### config.mk
export PLATFORM = sky130hd
export DESIGN_NAME = count_seq_gen
export DESIGN_NICKNAME = d
export VERILOG_FILES = /design/src/rtl/count_seq_pkg.sv /design/src/rtl/count_seq_gen.sv
export SDC_FILE = /design/constraint.sdc
export NUM_CORES = 1
export LEC_CHECK = 0
export CAP_MARGIN = 10
export CORE_ASPECT_RATIO = 1.2
export CORE_MARGIN = 10
export CORE_UTILIZATION = 35
export DETAILED_ROUTE_END_ITERATION = 8
export GPL_ROUTABILITY_DRIVEN = 0
export SYNTH_ARGS = -nofsm -noshare
export SYNTH_HDL_FRONTEND = slang
export SYNTH_SLANG_ARGS = --single-unit
### constraint.sdc
create_clock -name clk -period 1.55 [get_ports clk]
set_clock_uncertainty 0.2 [all_clocks]
set_input_delay 0.31 -clock clk [delete_from_list [all_inputs] [get_ports clk]]
set_output_delay 0.31 -clock clk [all_outputs]
set_load 0.02 [all_outputs]
### src/rtl/count_seq_pkg.sv
// Shared types and defaults for the counter-sequence source.
package count_seq_pkg;

  typedef enum logic [1:0] {
    S_IDLE,
    S_RUN,
    S_DONE
  } cs_state_e;

  localparam int CS_DEFAULT_W = 4;

endpackage : count_seq_pkg

### src/rtl/count_seq_gen.sv
// Counter-sequence source: on start, emits 1..limit over a valid/ready
// stream, then pulses done for one cycle and returns to idle.
// All outputs are registered; no input reaches an output combinationally.
// Optional feature: define COUNT_SEQ_GEN_PAUSE_EN to add the pause input,
// which withholds the next beat (never a beat already presented).
module count_seq_gen
  import count_seq_pkg::*;
#(
  parameter int W = CS_DEFAULT_W
) (
  input  logic         clk,
  input  logic         rst_n,
  input  logic         start,
  input  logic [W-1:0] limit,
  output logic         cnt_valid,
  output logic [W-1:0] cnt_data,
  input  logic         cnt_ready,
  output logic         busy,
  output logic         done
`ifdef COUNT_SEQ_GEN_PAUSE_EN
  ,
  input  logic         pause
`endif
);

  cs_state_e    state_q, state_d;
  logic [W-1:0] lim_q, lim_d;
  logic [W-1:0] cnt_d;
  logic         valid_d;
  logic         busy_d;
  logic         done_d;
  logic         pause_in;
  logic         xfer;

`ifdef COUNT_SEQ_GEN_PAUSE_EN
  assign pause_in = pause;
`else
  assign pause_in = 1'b0;
`endif

  assign xfer = cnt_valid & cnt_ready;

  // Next-state, next-count and next-output decode.
  // busy/done are derived from the next state so they can be registered
  // and still line up with the state they describe.
  always_comb begin
    state_d = state_q;
    lim_d   = lim_q;
    cnt_d   = cnt_data;
    valid_d = cnt_valid;
    unique case (state_q)
      S_IDLE: begin
        if (start) begin
          lim_d = limit;
          if (limit != '0) begin
            state_d = S_RUN;
            cnt_d   = W'(1);
            valid_d = 1'b1;
          end else begin
            state_d = S_DONE;
          end
        end
      end
      S_RUN: begin
        if (xfer) begin
          if (cnt_data == lim_q) begin
            valid_d = 1'b0;
            state_d = S_DONE;
          end else begin
            cnt_d   = cnt_data + W'(1);
            valid_d = ~pause_in;
          end
        end else if (!cnt_valid) begin
          // Withheld beat: cnt_data already holds the next value.
          valid_d = ~pause_in;
        end
      end
      S_DONE: begin
        state_d = S_IDLE;
      end
      default: begin
        state_d = S_IDLE;
        valid_d = 1'b0;
      end
    endcase
    busy_d = (state_d != S_IDLE);
    done_d = (state_d == S_DONE);
  end

  // State, count, limit and output registers.
  always_ff @(posedge clk or negedge rst_n) begin
    if (!rst_n) begin
      state_q   <= S_IDLE;
      lim_q     <= '0;
      cnt_data  <= '0;
      cnt_valid <= 1'b0;
      busy      <= 1'b0;
      done      <= 1'b0;
    end else begin
      state_q   <= state_d;
      lim_q     <= lim_d;
      cnt_data  <= cnt_d;
      cnt_valid <= valid_d;
      busy      <= busy_d;
      done      <= done_d;
    end
  end

endmodule : count_seq_gen
==> metrics, run 1 <==
outcome finished with violations; failing checks negative setup slack; Reg clk slew, reported paths 0.08 ns; Critical Path AT 1.63 ns; final non-filler cell total 100; via count 533; sw power 0.7469 mW; final setup fails 2; # DRC 0; LEAKAGE 0.4286 nW; Antenna Nets Post-Route 0; worst hold start limit[3]; CTS tree yes; Hold Path Depth 2; Total Wirelength 1506 um; Slew Limit Fails 0; Root Driver clkbuf_4; RR Startpoint cnt_data[2]; TritonCTS buffer count 3; Synth Warn # 0; setup_tns -0.2338 ns; Post-synth EDFFs 0; ratio of cells with drive above 1 in the final layout 0.4756; Slowest cell on crit path dfrtp_2; CTS max path bufs 2; Slew headroom 0.8359; WL met3 113 um; Synth Register Bits 13; RSZ-0062 raised after global routing true; first-pass GRT wire length 2484 um; combinational share of power 0.544; Fin. Hold Viols 0; post-layout utilization of the core 0.5753; CP Cell Sequence xnor2_2 > a41oi_2 > buf_4 > and3b_1 > a211o_1; switching portion of total power 0.3981; Max FO, Critical Path 5; largest area contributor in the netlist dfrtp_1; M1 wire length 636 um; CP top delay family flip-flops; Area growth, synth to finish 52.50%; FILL cells 157; Commonest cells post-synth 13 x dfrtp_1, 4 x mux2_2, 4 x nand2_1, 4 x xnor2_1, 3 x nand3_1; Tightest Pin Transition 0.2457 ns; Hold Crit Class in -> reg; largest net degree at the start of global routing 14; die area 0.003891 sq mm; antenna violations before repair 0; CP Launch Type flop; GRT Overall Usage 0.08086; Mapped Area 626.9 sq um; CTS H-tree lvls 1; Detail Placement HPWL 1164 um; placed cell count 94; path depth of the worst reg2reg path 5; Nets 92; sequential area share after synthesis 0.5190; VDD IR max 0.8834 mV; vias in the first global route 540; Area after DPL 904.6 sq um; Vias per Instance 5.330; Worst-Skew Late Latency 0.28 ns; FMAX 597.4 MHz; Register-to-Register Setup Slack -0.12 ns; WP buf/inv 1; pwr dens 1963 mW/mm^2; Hold WS 0.1087 ns; top layer in use met4; synth top area cells dfrtp_1 52%, mux2_2 7.2%, xnor2_1 5.6%; syn nets 61; Overflow after GRT 0; Final Total Pwr 1.876 mW; Std-Cell Rows 16; Clk pwr share 0.114; post-synth top area share 0.5190; MaxCap Viol Count 0; synthesized area per cell 12.05 sq um; Reg-to-Reg End cnt_data[2]; P_int 1.129 mW; Detailed Route Iter0 Violations 9; worst setup margin -0.1240 ns; Flop pwr share 0.342; diodes inserted 0; Port Buffer Count 14; Top FF cell, synth dfrtp_1; pre-CTS setup slack -0.3899 ns; Clock Sinks 13; critical path's largest stage delay 0.43 ns; Final Cycle Share 1.080; design area 955.9 sq um; Yosys cell types 23; first drt pass iteration count 4; Die Height 66.36 um; CP endpoint kind flop; top-count cell post-synth dfrtp_1; io pins 15; Crit Path Class reg -> reg; WP data required 1.51 ns; total core area 0.001662 sq mm; Synth async-reset ratio 1.000; Final min period 1.674 ns; wire length on met2 748 um; Mapped Cells 52; Die Width 58.63 um; WHS Endpoint lim_q[3]; Routed wire per std cell 15.06 um; starting density of the core 0.3773
## sequential cells by signal, summed over array words and instances (netlist names)
signal	flops
cnt_valid	1
cnt_data	4
done	1
lim_q	4
state_q	2
busy	1
## what timing repair did
action / CTS / global route
pin swaps: 5 / 6
cloned: 0 / 0
hold buffers: 0 / 0
setup endpoints to repair: 14 / 11
buffers inserted: 2 / 0
resized for setup: 18 / 7
## cells in the final DEF (no fill, tap or decap)
cell,netlist,routed
nor2_1,2,2
mux2i_1,1,1
dlygate4sd2_1,0,4
a211o_1,2,2
nor3b_2,1,2
clkbuf_2,0,2
clkbuf_4,0,3
inv_1,1,1
dfrtp_1,13,9
mux2_2,4,4
o21ai_2,0,1
o21ai_0,2,1
or4_4,1,1
buf_6,0,1
a41oi_2,1,1
nor3b_1,2,1
clkbuf_1,0,1
a21oi_4,0,1
xnor2_2,0,4
buf_4,0,12
nor2b_1,1,1
dlymetal6s2s_1,0,1
ha_1,1,1
buf_2,0,1
nand4_1,1,1
and3_1,1,1
nand2b_1,2,2
clkdlybuf4s50_1,0,4
nand3_1,3,3
dfrtp_2,0,4
o32ai_2,0,2
clkdlybuf4s15_1,0,1
and3b_1,1,1
nand2_1,4,4
nand4b_1,1,1
## power groups by stage
stage / clock network (mW) / logic, mW / registers, mW
4_1_cts: 0.224 / 1.02 / 0.646
3_3_place_gp: 0 / 0.976 / 0.659
3_5_place_dp: 0 / 0.989 / 0.663
2_1_floorplan: 0 / 0.508 / 0.741
5_1_grt: 0.236 / 1.13 / 0.660
6_report: 0.213 / 1.02 / 0.642
## how the worst max path moves through the flow
| stage | slack, ns | start | cells past startpoint | endpoint |
|---|---|---|---|---|
| 3_3_place_gp | -0.38 | limit[1] | 4 | cnt_data[0] |
| 6_report | -0.12 | cnt_data[2] | 5 | cnt_data[2] |
| 3_5_place_dp | -0.39 | limit[1] | 4 | cnt_data[2] |
| 2_1_floorplan | -0.04 | cnt_data[1] | 4 | cnt_data[2] |
| 4_1_cts | -0.12 | cnt_data[3] | 5 | cnt_data[2] |
| 5_1_grt | -0.17 | lim_q[3] | 5 | cnt_data[2] |
## layer usage
| metal | global-route usage | up-vias |
|---|---|---|
| met5 | 0 | - |
| met4 | 0.03448 | 0 |
| met3 | 0.03269 | 2 |
| met2 | 0.1263 | 15 |
| met1 | 0.09482 | 262 |
| li1 | - | 254 |
## cell families after synthesis
group / share of synthesized area
AND/OR/NAND/NOR: 0.1996
buffers and inverters: 0.005982
adder cells (fa/ha/maj): 0.01996
XOR/XNOR: 0.05588
AO/OA/AOI/OAI: 0.1118
multiplexers: 0.08782
flip-flops: 0.5190
## layout make-up
type / count / area [sq um] / area share
sequential: 13 / 330.3 / 0.3455
tap: 18 / 22.52 / 0.02356
inverter: 1 / 3.754 / 0.003927
clock buffer: 4 / 26.28 / 0.02749
multi-input combinational: 38 / 359.1 / 0.3757
timing repair buffer: 26 / 214.0 / 0.2238
No activity file was read; power rests on OpenSTA's default activity.
==> run 2: changes to the inputs <==
- ABC_AREA: not set -> 1
==> run 2 against run 1 <==
- the run now ends clean
- flip-flop and latch count stayed put
- largest cell class is now registers
- critical path depth down 4
- largest power group unchanged
- cell count up 43%
- critical path type is now reg -> out
==> metrics, run 2 <==
Mapped Area 706.9 sq um (+13%); Synth Register Bits 13 (unchanged); Flop pwr share 0.313 (-0.029); CP Cell Sequence dlygate4sd2_1; # DRC 0 (unchanged); Slew headroom 0.8459 (+0.01009); Max FO, Critical Path 2 (-3); CP top delay family flip-flops; WP buf/inv 1 (unchanged); antenna violations before repair 0 (unchanged); post-synth top area share 0.4602 (-0.05879); Area after DPL 945.9 sq um (+4.6%); Crit Path Class reg -> out; Root Driver clkbuf_4; VDD IR max 0.9448 mV (+7.0%); Vias per Instance 4.664 (-12%); Detail Placement HPWL 1290 um (+11%); top-count cell post-synth nand2_1; switching portion of total power 0.4470 (+0.04887); Die Height 69.23 um (+4.3%); Total Wirelength 1580 um (+4.9%); TritonCTS buffer count 3 (unchanged); RSZ-0062 raised after global routing false; Clk pwr share 0.112 (-0.002); Hold WS 0.1363 ns (+0.02766 ns); Commonest cells post-synth 37 x nand2_1, 19 x inv_1, 13 x dfrtp_1; via count 667 (+25%); Mapped Cells 96 (+85%); Yosys cell types 14 (-39%); final non-filler cell total 143 (+43%); synth top area cells dfrtp_1 46%, nand2_1 20%, inv_1 10%; Antenna Nets Post-Route 0 (unchanged); biggest regs cnt_data (4), lim_q (4), state_q (2); starting density of the core 0.3777 (+0.0004150); Final min period 1.493 ns (-0.1814 ns); Slew Limit Fails 0 (unchanged); io pins 15 (unchanged); largest net degree at the start of global routing 14 (unchanged); Detailed Route Iter0 Violations 16 (+7); P_int 1.003 mW (-11%); CTS tree yes; first drt pass iteration count 4 (unchanged); ratio of cells with drive above 1 in the final layout 0.1694 (-0.3063); Worst-Skew Late Latency 0.27 ns (about the same); Die Width 61.03 um (+4.1%); pwr dens 1861 mW/mm^2 (-5.2%); GRT Overall Usage 0.07894 (-0.001924); LEAKAGE 0.5486 nW (+28%); hold buffers post-CTS 0 (unchanged); Synth async-reset ratio 1.000 (unchanged); design area 974.7 sq um (+2.0%); Nets 134 (+46%); final setup fails 0 (-2); MaxCap Viol Count 0 (unchanged); vias in the first global route 652 (+21%); CP endpoint kind output port; synthesized area per cell 7.364 sq um (-39%); worst setup margin 0.05741 ns (+0.1814 ns); largest area contributor in the netlist dfrtp_1; Area growth, synth to finish 37.88%; outcome completed; pre-CTS setup slack -0.1321 ns (+0.2579 ns); Hold Crit Class in -> async; die area 0.004225 sq mm (+8.6%); sw power 0.8108 mW (+8.5%); Tightest Pin Transition 0.2303 ns (-0.01538 ns); Slowest cell on crit path dfrtp_1; syn nets 105 (+72%); combinational share of power 0.575 (+0.031); CP Launch Type flop; most common cell after layout, fill and taps aside nand2_1; placed cell count 139 (+48%); Synth Warn # 0 (unchanged); commonest non-fill, non-tap cells in the layout 36 x nand2_1, 19 x inv_1, 13 x dfrtp_1; Fin. Hold Viols 0 (unchanged); FMAX 670.0 MHz (+12%); CTS max path bufs 2 (unchanged); Top FF cell, synth dfrtp_1; diodes inserted 0 (unchanged); critical path's largest stage delay 0.39 ns (-0.04 ns); Critical Path AT 0.98 ns (-0.65 ns); Reg clk slew, reported paths 0.08 ns (about the same); Routed wire per std cell 11.05 um (-27%); Clock Sinks 13 (unchanged); sequential area share after synthesis 0.4602 (-0.05879); Std-Cell Rows 17 (+1); Port Buffer Count 14 (unchanged); Overflow after GRT 0 (unchanged); Final Cycle Share 0.9630 (-0.1170); first-pass GRT wire length 2608 um (+5.0%); Post-synth EDFFs 0 (unchanged); total core area 0.001872 sq mm (+13%); CTS H-tree lvls 1 (unchanged); WP data required 1.04 ns (-0.47 ns)
==> run 2: final cells by class <==
type / count / area (sq um)
Inverter: 19 / 71.32
Clock buffer: 4 / 26.28
Fill cell: 191 / 897.1
Multi-Input combinational cell: 64 / 321.6
Tap cell: 19 / 23.77
Timing Repair Buffer: 24 / 206.4
Sequential cell: 13 / 325.3
==> run 2: routing by layer <==
metal  share of wire  vias to the layer above  track usage
met5               0                        -            0
met4           0.011                        0      0.04380
met3           0.062                        2      0.03108
met2            0.52                       13       0.1242
met1            0.40                      307      0.08502
li1                -                      345            -
==> run 2: final timing paths <==
kind	from	to	slack, ns	cells after the start
hold / removal	rst_n	lim_q[3]	0.14	2
max in group asynchronous	rst_n	done	0.85	2
min in group clk	lim_q[3]	lim_q[3]	0.38	2
setup / recovery	cnt_data[0]	cnt_data[0]	0.06	1
setup reg to reg	cnt_data[1]	cnt_data[3]	0.08	9
hold reg to reg	lim_q[3]	lim_q[3]	0.38	2
==> run 2: logic make-up after synthesis <==
group | count (synthesis) | synth area share
simple gates | 54 | 0.3487
buf+inv | 19 | 0.1009
flops | 13 | 0.4602
compound gates | 8 | 0.06016
xor+xnor | 1 | 0.01239
fa+ha+maj | 1 | 0.01770
==> run 2: through the flow <==
stage | util | TNS (ns) | power (mW)
final | 0.5207 | 0 | 1.814
after global routing | 0.5207 | 0 | 1.986
after CTS | 0.5147 | 0 | 1.797
after detailed placement | 0.5053 | -1.000 | 1.644
after global placement | 0.5053 | -0.8589 | 1.631
after floorplan | - | 0 | 1.221
==> run 2: what timing repair did <==
item	in CTS	in global routing
endpoints found under the setup margin	7	6
gates resized for setup	7	4
endpoints found under the hold margin	0	0
pin swaps	0	2
gates cloned	0	0
buffers inserted	0	0
==> run 2: power groups by stage <==
| stage | Sequential (mW) | Clock [mW] | Combinational, mW |
|---|---|---|---|
| 2_1_floorplan | 0.699 | 0 | 0.522 |
| 3_5_place_dp | 0.577 | 0 | 1.07 |
| 5_1_grt | 0.589 | 0.231 | 1.17 |
| 6_report | 0.568 | 0.203 | 1.04 |
| 3_3_place_gp | 0.572 | 0 | 1.06 |
| 4_1_cts | 0.569 | 0.212 | 1.02 |
==> run 3: changes to the inputs <==
- CORE_UTILIZATION: 35 -> 43
- PLACE_DENSITY: not set -> 0.72
==> run 3 against run 2 <==
- critical endpoint is now cnt_data[2]
- non-clock buffer count is 1 lower
- via count fell by 4.5%
- flip-flop and latch count did not move
- power down 0.53%
- highest routed layer unchanged
- sequential share of layout area increased by 0.43 points
- die area fell by 13%
- critical path depth unchanged
- first-iteration DRC count down 31%
- critical path type unchanged
- cell area down 1.3%
- largest cell class unchanged
- worst hold slack worse by 0.0085 ns
- register-to-register slack gained 0.03 ns
- clock power grew 4%
==> metrics, run 3 (same netlist as run 2, synthesis figures left out) <==
GRT Overall Usage 0.08769 (+0.008754); first-pass GRT wire length 2628 um (+0.77%); critical path's largest stage delay 0.39 ns (about the same); Std-Cell Rows 16 (-1); # DRC 0 (unchanged); VDD IR max 1.000 mV (+5.8%); CP top delay family flip-flops; Worst-Skew Late Latency 0.27 ns (about the same); RSZ-0062 raised after global routing true; Tightest Pin Transition 0.2285 ns (-0.001792 ns); setup_tns 0 ns (unchanged); die area 0.003673 sq mm (-13%); Final Cycle Share 0.9695 (+0.006573); via count 637 (-4.5%); placed cell count 137 (-1.4%); outcome completed; Overflow after GRT 0 (unchanged); Reg-to-Reg End cnt_data[0]; Fin. Hold Viols 0 (unchanged); CTS max path bufs 2 (unchanged); Register-to-Register Setup Slack 0.11 ns (+0.03 ns); WP data required 1.04 ns (about the same); Slew headroom 0.8471 (+0.001199); Final min period 1.503 ns (+0.01019 ns); Routed wire per std cell 10.91 um (-1.2%); hold buffers post-CTS 0 (unchanged); Vias per Instance 4.518 (-3.1%); total core area 0.001602 sq mm (-14%); ratio of cells with drive above 1 in the final layout 0.1545 (-0.01488); first drt pass iteration count 4 (unchanged); antenna violations before repair 0 (unchanged); Crit. Startpoint cnt_data[2]; end of the critical path cnt_data[2]; Antenna Nets Post-Route 0 (unchanged); io pins 15 (unchanged); Nets 133 (-0.75%); Hold Crit Class in -> async; most common cell after layout, fill and taps aside nand2_1; Detailed Route Iter0 Violations 11 (-5); Hold WS 0.1278 ns (-0.008513 ns); CTS tree yes; Critical Path AT 0.99 ns (about the same); vias in the first global route 640 (-1.8%); Reg clk slew, reported paths 0.08 ns (about the same); biggest regs cnt_data (4), lim_q (4), state_q (2); FMAX 665.4 MHz (-0.68%); Die Width 57.02 um (-6.6%); diodes inserted 0 (unchanged); CP Launch Type flop; Total Wirelength 1539 um (-2.6%); Max FO, Critical Path 2 (unchanged); TritonCTS buffer count 3 (unchanged); critical path depth 1 (unchanged); Die Height 64.42 um (-7.0%); Area growth, synth to finish 36.11%; pwr dens 1875 mW/mm^2 (+0.77%); LEAKAGE 0.5420 nW (-1.2%); CP Cell Sequence dlygate4sd2_1; RR Startpoint cnt_data[2]; Slowest cell on crit path dfrtp_1; final non-filler cell total 141 (-1.4%); CTS H-tree lvls 1 (unchanged); Final Total Pwr 1.804 mW (-0.53%); Crit Path Class reg -> out; Detail Placement HPWL 1243 um (-3.7%); starting density of the core 0.4414 (+0.06373); final setup fails 0 (unchanged); path depth of the worst reg2reg path 9 (unchanged); commonest non-fill, non-tap cells in the layout 36 x nand2_1, 19 x inv_1, 13 x dfrtp_1; Slew Limit Fails 0 (unchanged); Clock Sinks 13 (unchanged); Port Buffer Count 14 (unchanged); WP buf/inv 1 (unchanged); largest net degree at the start of global routing 14 (unchanged); Root Driver clkbuf_4; CP endpoint kind output port; MaxCap Viol Count 0 (unchanged)
## run 3: changes by cell type in the layout (fill, tap and decap cells not counted), sizes merged
cell  before  now
buf       10    9
## run 3: routing by layer
metal  GRT usage  share of wire  up-vias
li1            -              -      344
met1     0.08032           0.42      277
met2      0.1644           0.51       11
met4     0.04412          0.021        0
met3     0.03119          0.051        5
met5           0              0        -
## run 3: area by class of cell
type                       instances  area, sq um
multi-input combinational         64        317.8
fill                             158        639.4
tap                               18        22.52
timing repair buffer              23        198.9
clock buffer                       4        26.28
sequential                        13        325.3
inverter                          19        71.32
## run 3: what timing repair did
| item | 4_1_cts | 5_1_grt |
|---|---|---|
| pin swaps | 0 | 0 |
| setup buffers | 0 | 0 |
| gates resized for setup | 7 | 3 |
| setup endpoints to repair | 7 | 6 |
| hold endpoints to repair | 0 | 0 |
## run 3: worst min path at each step
stage | cells past startpoint | startpoint | end
finish | 2 | rst_n | lim_q[0]
global route | 2 | rst_n | lim_q[0]
CTS | 2 | rst_n | lim_q[0]
detailed placement | 2 | lim_q[1] | lim_q[1]
global placement | 2 | lim_q[2] | lim_q[2]
floorplan | 0 | rst_n | busy
## run 3: where the power goes
part           total (mW)  internal, mW  switching, mW
logic                1.03         0.416          0.614
clock network       0.211        0.0997          0.111
registers           0.563         0.485         0.0786
total                1.80          1.00          0.804
## run 3: metrics by stage
step                      utilization  instance area, sq um  setup slack, ns
after detailed placement       0.5852                 937.1          -0.1290
after global routing           0.6008                 962.2        -0.001215
after global placement         0.5852                 937.1          -0.1091
after floorplan                     -                 706.9           0.1399
after CTS                      0.5961                 954.7          0.03939
final                          0.6008                 962.2          0.04722
